[config.mk]
export PLATFORM = sky130hd
export DESIGN_NAME = decode_arbiter
export DESIGN_NICKNAME = d
export VERILOG_FILES = /design/src/rtl/decode_arbiter.sv
export SDC_FILE = /design/constraint.sdc
export NUM_CORES = 1
export LEC_CHECK = 0
export ABC_AREA = 1
export BUFFER_PORTS_ARGS = -buffer_cell sky130_fd_sc_hd__buf_2
export CAP_MARGIN = 10
export CORE_UTILIZATION = 34
export CTS_CLUSTER_SIZE = 20
export DETAILED_ROUTE_END_ITERATION = 10
export GPL_TIMING_DRIVEN = 0
export PLACE_DENSITY_LB_ADDON = 0.12
export SLEW_MARGIN = 0
export SYNTH_ARGS = -nofsm -noshare
export SYNTH_HDL_FRONTEND = slang
export SYNTH_SLANG_ARGS = --single-unit
[constraint.sdc]
create_clock -name CLK -period 5 [get_ports CLK]
set_input_delay 0.25 -clock CLK [delete_from_list [all_inputs] [get_ports CLK]]
set_output_delay 0.25 -clock CLK [all_outputs]
set_load 0.1 [all_outputs]
[src/rtl/decode_arbiter.sv]
// Round-robin arbiter sharing one count-gated decoder.
// Serves one requester per transaction and returns the decoded byte.
module decode_arbiter #(
  parameter int NUM_REQ = 4,
  parameter int TMO     = 40
) (
  input  logic                 CLK,
  input  logic                 RST,
  input  logic [NUM_REQ-1:0]   req,
  input  logic [8*NUM_REQ-1:0] req_data,
  input  logic [4*NUM_REQ-1:0] req_cnt,
  output logic [NUM_REQ-1:0]   gnt,
  output logic [NUM_REQ-1:0]   done,
  output logic [7:0]           res_data,
  output logic                 err,
  output logic                 busy,
  output logic [7:0]           dec_din,
  output logic [3:0]           dec_cin,
  input  logic [7:0]           dec_rd,
  input  logic                 dec_ready
);

  localparam int IW = (NUM_REQ > 1) ? $clog2(NUM_REQ) : 1;
  localparam int SW = IW + 1;
  localparam int TW = $clog2(TMO + 1);

  typedef enum logic [2:0] {
    IDLE,
    ARB,
    SYNC,
    CAPT,
    RESP
  } state_t;

  state_t               state;
  logic [IW-1:0]        rr_ptr;
  logic [TW-1:0]        tmo;

  logic                 found;
  logic [IW-1:0]        sel;
  logic [SW-1:0]        sum;
  logic [7:0]           data_sel;
  logic [3:0]           cnt_sel;
  logic [NUM_REQ-1:0]   onehot;
  logic [IW-1:0]        nxt_ptr;
  logic                 tmo_hit;

  // first set request at or after rr_ptr, wrapping
  always_comb begin
    found = 1'b0;
    sel   = '0;
    sum   = '0;
    for (int i = 0; i < NUM_REQ; i++) begin
      sum = {1'b0, rr_ptr} + SW'(i);
      if (sum >= SW'(NUM_REQ))
        sum = sum - SW'(NUM_REQ);
      if (!found && req[sum[IW-1:0]]) begin
        found = 1'b1;
        sel   = sum[IW-1:0];
      end
    end
  end

  assign data_sel = req_data[8*sel +: 8];
  assign cnt_sel  = req_cnt[4*sel +: 4];
  assign onehot   = NUM_REQ'(1) << sel;
  assign nxt_ptr  = (sel == IW'(NUM_REQ - 1)) ? '0
                                              : sel + IW'(1);
  assign tmo_hit  = (tmo == TW'(TMO - 1));
  assign busy     = (state != IDLE);

  always_ff @(posedge CLK or negedge RST) begin
    if (!RST) begin
      state    <= IDLE;
      gnt      <= '0;
      done     <= '0;
      err      <= 1'b0;
      res_data <= '0;
      dec_din  <= '0;
      dec_cin  <= 4'd2;
      rr_ptr   <= '0;
      tmo      <= '0;
    end else begin
      done <= '0;
      unique case (state)
        IDLE: begin
          if (|req)
            state <= ARB;
        end
        ARB: begin
          if (!found) begin
            state <= IDLE;
          end else begin
            gnt    <= onehot;
            rr_ptr <= nxt_ptr;
            // counts 0 and 1 never yield valid data
            if (cnt_sel < 4'd2) begin
              state    <= RESP;
              done     <= onehot;
              err      <= 1'b1;
              res_data <= '0;
            end else begin
              state   <= SYNC;
              tmo     <= '0;
              dec_din <= data_sel;
              dec_cin <= cnt_sel;
            end
          end
        end
        SYNC: begin
          if (dec_ready) begin
            state <= CAPT;
            tmo   <= '0;
          end else if (tmo_hit) begin
            state    <= RESP;
            done     <= gnt;
            err      <= 1'b1;
            res_data <= '0;
            dec_din  <= '0;
            dec_cin  <= 4'd2;
          end else begin
            tmo <= tmo + TW'(1);
          end
        end
        CAPT: begin
          if (dec_ready) begin
            state    <= RESP;
            done     <= gnt;
            err      <= 1'b0;
            res_data <= dec_rd;
            dec_din  <= '0;
            dec_cin  <= 4'd2;
          end else if (tmo_hit) begin
            state    <= RESP;
            done     <= gnt;
            err      <= 1'b1;
            res_data <= '0;
            dec_din  <= '0;
            dec_cin  <= 4'd2;
          end else begin
            tmo <= tmo + TW'(1);
          end
        end
        RESP: begin
          gnt   <= '0;
          state <= IDLE;
        end
        default: state <= IDLE;
      endcase
    end
  end

endmodule

After elaboration in Yosys (flattened, before gate mapping):

Cells that the tools add are included.

* register bits after elaboration: 40
* bits in latches: 0
* RAM bits: 0
* ROM bits: 0
* input port bits: 63
* memories kept: 0

* $add $sub $neg: 9
* multiply operators: 0
* div/mod/pow operators: 0
* $lt $le $gt $ge: 9
* equal/unequal tests: 12
* shifts and indexed selects: 3
* mux-type cells: 66
* bitwise gates (word level): 0
* reductions and logical operators: 16

Operator list (count)
* 8-bit 2-to-1 mux: 10
* 8-bit one-hot mux with 3 select lines: 2
* 4-bit 2-to-1 mux: 11
* 32-bit by 6-bit variable part select with 8-bit output: 1
* 6-bit 2-to-1 mux: 5
* 4-bit one-hot mux with 3 select lines: 2
* 2-bit 2-to-1 mux: 9
* 3-bit 2-to-1 mux: 6
* 6-bit one-hot mux with 3 select lines: 1
* 16-bit by 5-bit variable part select with 4-bit output: 1
* 1-bit 2-to-1 mux: 13
* 2-bit by 3-bit less-than comparator with 1-bit output, second input constant: 4
* 2-bit != test, second input constant: 6
* 3-bit one-hot mux with 4 select lines: 1
* 4-bit AND reduction: 3
* 3-bit greater-or-equal comparator, second input constant: 3
* 1-bit binary-select mux with 2-bit select: 4
* 4-bit one-hot mux with 2 select lines: 1
* 2-bit by 1-bit subtractor with 2-bit output, second input constant: 4
* 2-bit by 2-bit adder with 3-bit output, second input constant: 2
* 6-bit by 1-bit adder with 6-bit output, second input constant: 1
* 3-bit by 2-bit equality test with 1-bit output, second input constant: 2
* 6-bit equality test, second input constant: 1
* 3-bit nonzero test: 2
* 15 further kinds: 20

Depth between registers and ports, before layout:

* word-level depth: 19
* mapped depth: 20
* gate-level depth less buffers: 18

Least setup slack after synthesis:

OpenSTA, ideal clock, no wires.

* kind: flip-flop to flip-flop
* start: reg rr_ptr[0]
* end: reg dec_cin[3]
* library setup time: 122 ps
* data arrival time: 1959 ps
* data required time: 4878 ps
* path slack: 2919 ps
* cell stages (with the launch flop): 20
* buffers on the path: 3
* period minus slack after synthesis: 2081 ps
* cell sequence: dfrtp_1 buf_6 inv_6 nand2_1 nand3_1 nand2_1 inv_2 nand2_2 nand2_4 nand3_4 nand2_2 nand2_1 nand2_1 nand2_1 nor2_2 nand3_1 buf_6 buf_6 nand3_1 nand2_1

* cells in the longest elaborated chain, start to end: 18
* elaborated cells between the ends (all ways): 45
* those cells by class: add/sub: 7; order compare: 5; eq/ne: 2; shift: 1; mux: 23; reduce/logical: 7

Ends and longest elaborated chain
* start, declared: line 36 `logic [IW-1:0] rr_ptr;`
* start signal, assigned: line 95 `rr_ptr <= nxt_ptr;`
* parallel branches: the longest is 18 deep, another holds 2-bit by 1-bit adder with 3-bit output
* end signal, assigned: line 106 `dec_cin <= cnt_sel;`
* end, declared: line 18 `output logic [3:0] dec_cin,`

Parallel ways; which one is timed is not known. The select of a mux whose other input is x is not followed.
A chain may end at the register's enable or synchronous reset.

Final worst setup path:

* start: reg rr_ptr[0]
* end: reg res_data[3]

* cells in the longest elaborated chain, start to end: 18
* elaborated cells between the ends (all ways): 42
* those cells by class: add/sub: 7; order compare: 5; eq/ne: 2; shift: 1; mux: 20; reduce/logical: 7

Ends and longest elaborated chain
* parallel branches: the longest is 17 deep, another holds 2-bit by 1-bit adder with 3-bit output
* 4-bit AND reduction (no line) *
* end signal, assigned: line 130 `res_data <= dec_rd;`
* end, declared: line 14 `output logic [7:0] res_data,`

Mark *: on every way between the ends. The select of a mux whose other input is x is not followed.

==> reports/metrics.csv <==
stage,metric,value,unit
run_status,outcome,finished clean,
route,routed via count,3073,
timing,final-report hold violation count,0,
route,Pre-Repair DR Iteration Count,5,
setup_path,crit path launch,rr_ptr[0],
clock_network,CTS max path bufs,2,
hold_path,Min-Delay Path Class,primary input to async pin,
timing,Final Critical Period,2450,ps
cells_and_area,layout cells sized above 1,0.242,
route,post-route ant nets,0,
timing,Worst-Margin Slew,920,ps
yosys,Mapped Area,2790,µm²
yosys,Gate Count Post-Synth,417,
yosys,Synth top area share,0.350,
setup_path,Worst Path Required,5190,ps
place,PortBufs,91,
yosys,Mapped Nets,485,
clock_network,root buf cell,clkbuf_8,
yosys,Netlist cell types,34,
floorplanning,Initial Util,0.356,
grt,total gr overflow,0,
route,wire per inst,12.8,µm
timing,fmax,408,MHz
clock_network,cts repair resizes,0,
yosys,post-synthesis cell type with the largest combined area,dfrtp_1,
yosys,"Seq/Total Area, Yosys",0.359,
route,1st-iter DRT viols,149,
yosys,syn avg cell area,6.69,µm²
place,DP HPWL,5.87,mm
route,Post-route DRC,0,
setup_path,Crit path arrival time,2640,ps
setup_path,crit path kind,flip-flop to flip-flop,
timing,Final setup viols,0,
setup_path,CP startpoint kind,flip-flop,
grt,vias in the first global route,2857,
yosys,#FFs+latches synth,40,
floorplanning,Die H,92.6,µm
floorplanning,die area,8580,µm²
grt,largest net degree at the start of global routing,41,
cells_and_area,n_diodes,0,
grt,first-pass GRT wire length,13.2,mm
yosys,Area contributors post-synth,"dfrtp_1, nand2_1, nand3_1, inv_1, nor2_1",
setup_path,RR Startpoint,rr_ptr[0],
cells_and_area,final net count,583,
route,WL final,7.93,mm
floorplanning,IO Pins,93,
timing,unrepaired setup endpoints after global routing,false,
floorplanning,Die X,92.6,µm
clock_network,total clock sinks,40,
floorplanning,# rows,32,
setup_path,CP max FO,10,
clock_network,H-Tree Depth,2,
clock_network,"Reg clk slew, reported paths",90,ps
route,Via density,4.97,
timing,Slew headroom,0.386,
clock_network,post-CTS setup buffers,0,
floorplanning,core area,7850,µm²
clock_network,worst skew pair latency,290,ps
place,routability congestion estimate,0.822,
setup_path,Worst Setup End Kind,flip-flop,
timing,max-slew violations,0,
timing,post-route setup TNS,0,ps
cells_and_area,Area Growth Syn to Fin,25.2,%
grt,initial antenna violation count,0,
flow_run,Max Cap Viol,0,
clock_network,CTS buffer count,5,
timing,fraction of the cycle the final worst path needs,0.490,
timing,Clock Skew,7.22,ps
clock_network,CTS tree,built,
grt,GRT Overall Usage,0.191,
clock_network,"Hold-fix buffers, CTS",0,
yosys,YS warnings,0,
final timing paths:
check / end / slack, ps / cells past startpoint
min in group CLK: res_data[4] / 150 / 3
max in group asynchronous: dec_din[3] / 4340 / 1
min reg2reg: dec_cin[1] / 500 / 2
min: done[2] / 90 / 1
max reg2reg: res_data[3] / 2550 / 16
max: res_data[3] / 2550 / 16
area by class of cell:
cell class | instances | area [µm²]
inverters | 34 | 133
clock inverters | 2 | 38.8
flip-flops and latches | 40 | 1000
multi-input cells | 325 | 1560
fillers | 857 | 4350
well taps | 102 | 128
repair buffers | 91 | 455
clock buffers | 6 | 82.6
plain buffers | 18 | 98.8
layer usage:
layer / routed length, µm / GRT usage
met1: 3810 / 0.265
met2: 3570 / 0.315
met3: 438 / 0.0271
met4: 100 / 0.0397
met5: 0 / 0
stage by stage:
| step | instances | util | worst slack [ps] | hold slack (ps) | instance area, µm² |
|---|---|---|---|---|---|
| global route | 618 | 0.445 | 2280 | 157 | 3500 |
| detailed placement | 610 | 0.430 | 2570 | 450 | 3370 |
| CTS | 618 | 0.445 | 2560 | 120 | 3500 |
| finish | 618 | 0.445 | 2550 | 87.2 | 3500 |
| global placement | 610 | 0.430 | 2590 | 450 | 3370 |
| floorplan | 417 | - | 2920 | -45.6 | 2790 |
cell usage after synthesis, drive strengths merged:
library cell / instances
nand2: 177
o21ai: 6
clkinv: 1
xor2: 2
nor2: 19
nand3: 77
a2111oi: 1
a31oi: 1
a211oi: 5
o21bai: 1
nor3: 2
buf: 11
inv: 33
nand3b: 1
dfstp: 1
o22ai: 8
clkbuf: 7
a21oi: 2
ha: 5
nand4: 10
o2111ai: 6
nor3b: 1
dfrtp: 39
xnor2: 1
registers in the layout, indices dropped and copies added, names as in the netlist:
| name | count |
|---|---|
| res_data | 8 |
| state | 3 |
| done | 4 |
| dec_din | 8 |
| gnt | 4 |
| err | 1 |
| dec_cin | 4 |
| rr_ptr | 2 |
| tmo | 6 |
layout by cell type (no fill, tap or decap), types with 2 or more instances in the layout:
| cell | count |
|---|---|
| buf_6 | 3 |
| nand3_1 | 74 |
| a21oi_1 | 2 |
| nor2_2 | 2 |
| xor2_1 | 2 |
| dfrtp_1 | 39 |
| o21ai_0 | 6 |
| nand3_4 | 2 |
| clkbuf_8 | 6 |
| clkbuf_1 | 7 |
| o2111ai_1 | 6 |
| ha_1 | 5 |
| nand2_1 | 170 |
| buf_1 | 3 |
| nor2_1 | 17 |
| o22ai_1 | 8 |
| a211oi_1 | 5 |
| buf_2 | 95 |
| inv_2 | 4 |
| nand2_2 | 6 |
| nor3_1 | 2 |
| inv_1 | 28 |
| nand4_1 | 10 |
kinds of logic (layout without fill, tap and decap cells):
kind of cell | Yosys count | in the layout | synth area share
DFF | 40 | 40 | 0.359
and+or+nand+nor | 287 | 287 | 0.454
AOI/OAI and AO/OA | 30 | 30 | 0.0726
xor gates and xnor gates | 3 | 3 | 0.00941
buffers and inverters | 52 | 151 | 0.0829
adders and majority gates | 5 | 5 | 0.0224
worst max-delay path, cell delays in order (launching register included):
cell and delay (ps):
dfrtp_1 380, buf_6 150, inv_6 100, nand2_1 70
nand3_1 110, nand2_1 110, nor2_2 160, nand3_1 90
nand3_1 90, nand2_2 120, inv_2 130, nand3_1 80
nand2_1 150, nand3_1 210, buf_2 260, nand3_1 80
nand2_1 60
Power is not shown: default switching activity piles up to over one toggle a cycle in this logic, so the estimate is an artifact.
